`config.mk`:
```
export PLATFORM = sky130hd
export DESIGN_NAME = seg_display_sched
export DESIGN_NICKNAME = d
export VERILOG_FILES = /design/src/rtl/seg_display_sched.sv
export SDC_FILE = /design/constraint.sdc
export NUM_CORES = 1
export LEC_CHECK = 0
export CAP_MARGIN = 30
export CORE_MARGIN = 8
export CORE_UTILIZATION = 51
export DETAILED_ROUTE_END_ITERATION = 10
export PLACE_DENSITY = 0.84
export SLEW_MARGIN = 15
export SYNTH_ARGS = -nofsm -noshare
export SYNTH_HDL_FRONTEND = slang
export SYNTH_SLANG_ARGS = --single-unit
export TNS_END_PERCENT = 100
```
`constraint.sdc`:
```
create_clock -name clk -period 3.25 [get_ports clk]
set_input_delay 0.8125 -clock clk [delete_from_list [all_inputs] [get_ports clk]]
set_output_delay 0.8125 -clock clk [all_outputs]
set_load 0.005 [all_outputs]
```
`src/rtl/seg_display_sched.sv`:
```
// Picks what the 4-digit display shows: live status or a timed message.
// One message active, one queued; optional blink while a message is shown.
module seg_display_sched #(
  parameter int HOLD_CYCLES = 100_000_000,
  parameter int BLINK_HALF  = 25_000_000,
  parameter int CNT_W       = 27
) (
  input  logic        clk,
  input  logic        reset,
  input  logic [15:0] status_val,
  input  logic        msg_valid,
  input  logic [15:0] msg_data,
  input  logic        msg_blink,
  output logic        msg_ready,
  input  logic        msg_clear,
  output logic [3:0]  dig0,
  output logic [3:0]  dig1,
  output logic [3:0]  dig2,
  output logic [3:0]  dig3,
  output logic        disp_on,
  output logic        busy
);

  typedef enum logic {IDLE, SHOW} state_t;

  localparam logic [CNT_W-1:0] HOLD_LAST  = CNT_W'(HOLD_CYCLES - 1);
  localparam logic [CNT_W-1:0] BLINK_LAST = CNT_W'(BLINK_HALF - 1);
  localparam logic [CNT_W-1:0] ONE        = CNT_W'(1);

  state_t           state;
  logic [15:0]      digs;
  logic             act_blink;
  logic             pend_valid;
  logic [15:0]      pend_data;
  logic             pend_blink;
  logic [CNT_W-1:0] hold_cnt;
  logic [CNT_W-1:0] blink_cnt;

  logic xfer;
  logic expire;

  assign msg_ready = !msg_clear && (state == IDLE || !pend_valid);
  assign xfer      = msg_valid && msg_ready;
  assign expire    = (state == SHOW) && (hold_cnt == HOLD_LAST);

  assign {dig3, dig2, dig1, dig0} = digs;

  always_ff @(posedge clk or posedge reset) begin
    if (reset) begin
      state      <= IDLE;
      digs       <= '0;
      disp_on    <= 1'b1;
      busy       <= 1'b0;
      act_blink  <= 1'b0;
      pend_valid <= 1'b0;
      pend_data  <= '0;
      pend_blink <= 1'b0;
      hold_cnt   <= '0;
      blink_cnt  <= '0;
    end else if (msg_clear) begin
      state      <= IDLE;
      digs       <= status_val;
      disp_on    <= 1'b1;
      busy       <= 1'b0;
      pend_valid <= 1'b0;
      hold_cnt   <= '0;
      blink_cnt  <= '0;
    end else begin
      unique case (state)
        IDLE: begin
          digs    <= status_val;
          disp_on <= 1'b1;
          if (xfer) begin
            state     <= SHOW;
            busy      <= 1'b1;
            digs      <= msg_data;
            act_blink <= msg_blink;
            hold_cnt  <= '0;
            blink_cnt <= '0;
          end
        end
        SHOW: begin
          if (expire) begin
            hold_cnt  <= '0;
            blink_cnt <= '0;
            disp_on   <= 1'b1;
            // A queued message chains on with no status cycle between
            if (pend_valid) begin
              digs       <= pend_data;
              act_blink  <= pend_blink;
              pend_valid <= 1'b0;
            end else if (xfer) begin
              digs      <= msg_data;
              act_blink <= msg_blink;
            end else begin
              state <= IDLE;
              busy  <= 1'b0;
              digs  <= status_val;
            end
          end else begin
            hold_cnt <= hold_cnt + ONE;
            if (act_blink) begin
              if (blink_cnt == BLINK_LAST) begin
                blink_cnt <= '0;
                disp_on   <= ~disp_on;
              end else begin
                blink_cnt <= blink_cnt + ONE;
              end
            end else begin
              disp_on <= 1'b1;
            end
            if (xfer) begin
              pend_valid <= 1'b1;
              pend_data  <= msg_data;
              pend_blink <= msg_blink;
            end
          end
        end
        default: state <= IDLE;
      endcase
    end
  end

endmodule

```
==> results of run 1 <==
-- final timing paths --
check,end,slack (ns),depth (start not counted)
setup / recovery,msg_ready,0.22,3
hold / removal,disp_on,0.48,1
setup reg to reg,blink_cnt[16],0.51,7
hold reg to reg,disp_on,0.48,1
max in group asynchronous,disp_on,1.74,3
min in group asynchronous,pend_data[2],0.77,2
-- per-layer routing --
| layer | share of wire [%] | track usage [%] | wire length (um) |
|---|---|---|---|
| met5 | 0 | 0 | 0 |
| met4 | 1.8 | 7.542 | 206 |
| met3 | 4.1 | 3.586 | 472 |
| met2 | 51 | 30.68 | 5895 |
| met1 | 43 | 21.87 | 4874 |
-- logic make-up after synthesis --
group	Yosys count	synth area share [%]
DFF	92	46.89
and+or+nand+nor	201	22.72
muxes	33	7.157
buffers and inverters	38	3.184
adders and majority gates	2	0.5093
xor gates and xnor gates	25	4.457
AOI/OAI and AO/OA	120	15.08
-- worst max-delay path, stage by stage --
cell,delay [ns]
clkdlybuf4s50_1,0.51
a21oi_1,0.32
clkdlybuf4s50_1,0.57
-- registers in the layout, summed over array words and instances, names as in the netlist --
signal / flops
pend_valid: 1
state: 1
pend_data: 16
digs: 16
hold_cnt: 27
disp_on: 1
busy: 1
pend_blink: 1
blink_cnt: 27
act_blink: 1
-- per-stage QoR --
| step | worst slack [ns] | area, sq um | std cells | hold WS (ns) | total power, mW |
|---|---|---|---|---|---|
| floorplan | 0.04719 | 4912 | 511 | 0.4138 | 1.484 |
| global placement | 0.3036 | 5615 | 681 | 0.4380 | 1.627 |
| detailed placement | 0.2943 | 5615 | 681 | 0.4447 | 1.649 |
| CTS | 0.2415 | 5817 | 697 | 0.4784 | 2.430 |
| global route | 0.1504 | 5844 | 698 | 0.5103 | 2.524 |
| finish | 0.2156 | 5847 | 699 | 0.4793 | 2.418 |
-- layout make-up --
cell class,count,share of cell area [%]
Multi-Input combinational cell,381,42.01
Sequential cell,92,39.40
Timing Repair Buffer,66,11.60
Tap cell,133,2.846
Clock buffer,10,2.354
Clock inverter,6,1.091
Inverter,10,0.6634
Antenna cell,1,0.04280
-- power groups by stage --
stage                     clock network [mW]  registers [mW]  logic (mW)
after global routing                   0.854            1.29       0.385
final                                  0.788            1.28       0.353
after detailed placement                   0            1.30       0.352
after CTS                              0.801            1.28       0.354
after global placement                     0            1.29       0.338
after floorplan                            0            1.28       0.201
-- cells in the final DEF, fill, tap and decap left out, drive strengths merged, types with 3 or more instances in the layout --
| cell | Yosys | layout |
|---|---|---|
| a31oi | 3 | 3 |
| a21oi | 63 | 63 |
| xor2 | 12 | 12 |
| or4b | 4 | 4 |
| or4 | 19 | 19 |
| clkbuf | 21 | 10 |
| a211o | 17 | 17 |
| dfrtp | 91 | 91 |
| and3 | 6 | 6 |
| nand3 | 24 | 24 |
| or2 | 3 | 3 |
| o31ai | 15 | 15 |
| nor4 | 5 | 5 |
| buf | 7 | 11 |
| nor3 | 12 | 12 |
| nor2 | 46 | 46 |
| clkdlybuf4s50 | 0 | 55 |
| mux2i | 16 | 16 |
| clkinv | 0 | 4 |
| inv | 10 | 9 |
| nand4 | 12 | 12 |
| nand2 | 27 | 27 |
| xnor2 | 13 | 13 |
| nor2b | 18 | 18 |
| mux2 | 17 | 17 |
| o21ai | 13 | 13 |
| and4 | 6 | 6 |
| or3 | 15 | 15 |
==> out/metrics.yaml, run 1 <==
clock_tree:
  root_buffer: "clkbuf_8"
  cts_resized: 0
  postCtsSetupBuffers: 0
  clkSinkCount: 92
  insertion_delay_ns: 0.36
  hold_buffers: 0
  path_clk_slew_ns: 0.09
  htree_levels: 3
  cts_buffers: 9
  cts_buffer_depth: 2
  cts_tree: "built"
final_layout:
  fillers: 791
  seq_area_sq_um: 2303
  multi_input_area_sq_um: 2456
  final_util_pct: 61.23
  nNetsFinal: 599
  drive_gt1_share_pct: 10.09
  area_growth_pct: 19.03
routing:
  routedWlPerCell_um: 16.38
  dr.first_iter.drc_count: 389
  wl_mm: 11.45
  vias_per_cell: 5.921
  vias: 4139
  first_pass_iters: 5
  remaining_drc_errors: 0
  ant_nets: 0
pwr:
  comb_power_share_pct: 14.6
  p_int_mw: 1.788
  p_seq_share_pct: 52.8
  power_density_nw_per_um2: 413.5
  p_sw_mw: 0.6300
  swShare_pct: 26.06
  clock_power_share_pct: 32.6
  peakVddDrop_mv: 0.2846
  p_leak_nw: 2.341
global_route:
  grt_overflow_total: 0
  grt_pass1_wl_mm: 19.32
  track_usage_pct: 18.06
  grt_antenna_before_repair: 0
  grt_max_degree: 68
  grt_pass1_vias: 4103
sta:
  finClkSkew_ns: 0.01649
  fin_crit_sh_pct: 93.37
  slew_headroom_pct: 54.87
  rsz0062_at_grt: "no"
  finalHoldViolCount: 0
  slew_violations: 0
  min_period_ns: 3.034
  finalSetupTns_ns: 0
  worst_slew_pin_slew_ns: 0.6770
  max_freq_ghz: 0.3296
  setup_viol: 0
synth:
  synth.most_common_cell: "dfrtp_1"
  avgSynthCellArea_sq_um: 9.613
  async_flop_share_pct: 100.0
  synth_edf_count: 0
  synth_fp_nets: 550
  seq_area_frac_synth_pct: 46.89
  syn-instance-count: 511
  synth_common_cells: "91 x dfrtp_1, 61 x a21oi_1, 46 x nor2_1, 27 x nand2_1, 23 x nand3_1"
  yosysTopAreaCell: "dfrtp_1"
  ys_ff_latch: 92
  ys_top_cells_by_area: "dfrtp_1 46%, a21oi_1 6.2%, mux2_2 3.9%"
  ys_warn_count: 0
  synth_area_sq_um: 4912
  synth_top_area_share_pct: 46.36
  synthFlopType: "dfrtp_1"
  synth_cell_types: 47
status:
  status: "finished, final reports clean"
critical_path:
  required_ns: 2.44
  critPathLaunchType: "input port"
  crit_fanout: 6
  cp-startpoint: "msg_clear"
  r2r-start: "blink_cnt[0]"
  critPathCaptureType: "output port"
  crit_type: "input port to output port"
  cp.arrival_ns: 2.22
place:
  place_congestion: 0.8455
  dp_hpwl_mm: 7.954
  io_buffers: 55
job:
  drv_cap: 0
die:
  start_util_pct: 51.44
  core_area_sq_um: 9549
  die_area_sq_um: 13030
  row_count: 36
  ios: 56
  die_h_um: 114.1
  dieWidth_um: 114.1
hold_path:
  hold_start: "act_blink"
  hp-class: "register to register"
Note: power is estimated with default switching activity, not from simulation.
==> inputs of run 2 (changes only) <==
Settings changed: CORE_UTILIZATION 51 to 56, PLACE_DENSITY 0.84 to 0.88.
Clock period 3.25 ns to 3.4 ns, I/O delays scaled along.
==> run 2 against run 1 <==
  * Wire length grew 4.5%
  * Highest routed layer unchanged
  * Largest cell class unchanged
  * First-iteration DRC count shrank 46%
  * Register-to-register slack gained 0.17 ns
  * Critical endpoint unchanged
  * Utilization grew 6.6 points
  * Clock skew shrank 0.0030 ns
==> out/metrics.yaml, run 2 (synthesized netlist as in run 1, its figures left out) <==
place:
  place_congestion: 0.8122
  dp_hpwl_mm: 8.283
  io_buffers: 55
clock_tree:
  hold_buffers: 0
  cts_tree: "built"
  cts_buffer_depth: 2
  insertion_delay_ns: 0.37
  root_buffer: "clkbuf_8"
  cts_resized: 0
  postCtsSetupBuffers: 0
  clkSinkCount: 92
  htree_levels: 3
  path_clk_slew_ns: 0.09
  cts_buffers: 9
final_layout:
  multi_input_area_sq_um: 2456
  layout_common_cells: "91 x dfrtp_1, 60 x a21oi_1, 55 x clkdlybuf4s50_1"
  drive_gt1_share_pct: 10.25
  layout_commonest_cell: "dfrtp_1"
  area_growth_pct: 18.64
  seq_area_sq_um: 2303
  fillers: 654
  nNetsFinal: 600
  top_regs: "blink_cnt (27), hold_cnt (27)"
  final_util_pct: 67.82
  diodes: 0
critical_path:
  r2r_setup_slack_ns: 0.68
  required_ns: 2.55
  worst-path-buf-inv: 2
  critPathLaunchType: "input port"
  cpLargestDelayFamily: "buffers and inverters"
  crit_type: "input port to output port"
  crit_cells: 3
  cpMaxStageDelayCell: "clkdlybuf4s50_1"
  worstPathCellList: "clkdlybuf4s50_1 -> a21oi_1 -> clkdlybuf4s50_1"
  rr_endpoint: "blink_cnt[10]"
  ff2ff_path_depth: 7
  critPathCaptureType: "output port"
  cp_common_cell: "clkdlybuf4s50_1"
  cp-startpoint: "msg_clear"
  crit_fanout: 3
  critPathCapture: "msg_ready"
  critPathMaxStageDelay_ns: 0.57
  cp.arrival_ns: 2.12
  r2r-start: "blink_cnt[0]"
sta:
  max_freq_ghz: 0.3364
  slew_headroom_pct: 52.71
  finClkSkew_ns: 0.01353
  holdWs_ns: 0.4521
  fin_crit_sh_pct: 87.43
  worst_slew_pin_slew_ns: 0.7094
  finalSetupTns_ns: 0
  slew_violations: 0
  finalHoldViolCount: 0
  min_period_ns: 2.973
  rsz0062_at_grt: "no"
  setup_viol: 0
routing:
  dr.first_iter.drc_count: 212
  vias: 4189
  remaining_drc_errors: 0
  ant_nets: 0
  wl_mm: 11.96
  vias_per_cell: 6.215
  routedWlPerCell_um: 17.74
  first_pass_iters: 4
die:
  die_h_um: 109.7
  core_area_sq_um: 8593
  row_count: 34
  die_area_sq_um: 12020
  dieWidth_um: 109.7
  start_util_pct: 57.16
  ios: 56
pwr:
  power_density_nw_per_um2: 400.8
  p_leak_nw: 2.347
  peakVddDrop_mv: 0.2568
global_route:
  grt_pass1_wl_mm: 19.70
  track_usage_pct: 20.44
  grt_antenna_before_repair: 0
  grt_overflow_total: 0
  grt_pass1_vias: 4241
  grt_max_degree: 55
hold_path:
  hp-class: "register to register"
  hold_start: "act_blink"
status:
  status: "finished, final reports clean"
job:
  drv_cap: 0
run 2: cell count changes in the layout (fill, tap and decap cells not counted):
cell,before,now
inv_6,0,1
clkinv_4,1,2
buf_4,8,9
clkinv_2,3,1
diode_2,1,0
run 2: routing by layer:
layer	routed length, um	vias to the layer above	track usage (%)	part of all wire [%]
met2	6164	107	34.50	52
met3	568	21	4.162	4.7
li1	-	1971	-	-
met1	4977	2090	24.82	42
met5	0	-	0	0
met4	250	0	8.872	2.1
run 2: layout make-up:
cell class / count / area share (%)
Clock buffer: 10 / 2.362
Tap cell: 108 / 2.319
Clock inverter: 6 / 1.224
Timing Repair Buffer: 67 / 11.76
Inverter: 10 / 0.6655
Multi-Input combinational cell: 381 / 42.14
Sequential cell: 92 / 39.52
run 2: worst min path at each step:
stage,slack (ns),cells after the start,end
floorplan,0.41,1,disp_on
finish,0.45,1,disp_on
global placement,0.44,1,disp_on
global route,0.49,1,disp_on
CTS,0.45,1,disp_on
detailed placement,0.44,1,disp_on
run 2: where the power goes:
part	switching (mW)	internal [mW]
Combinational	0.160	0.180
Sequential	0.0481	1.17
Clock	0.412	0.365
Total	0.620	1.72
run 2: stage by stage:
step	instances	total power, mW	area, sq um	setup WS (ns)
6_report	674	2.336	5828	0.4275
5_1_grt	674	2.422	5828	0.3406
4_1_cts	674	2.343	5828	0.4283
3_5_place_dp	658	1.579	5619	0.3785
3_3_place_gp	657	1.558	5592	0.4282
2_1_floorplan	511	1.418	4912	0.1597
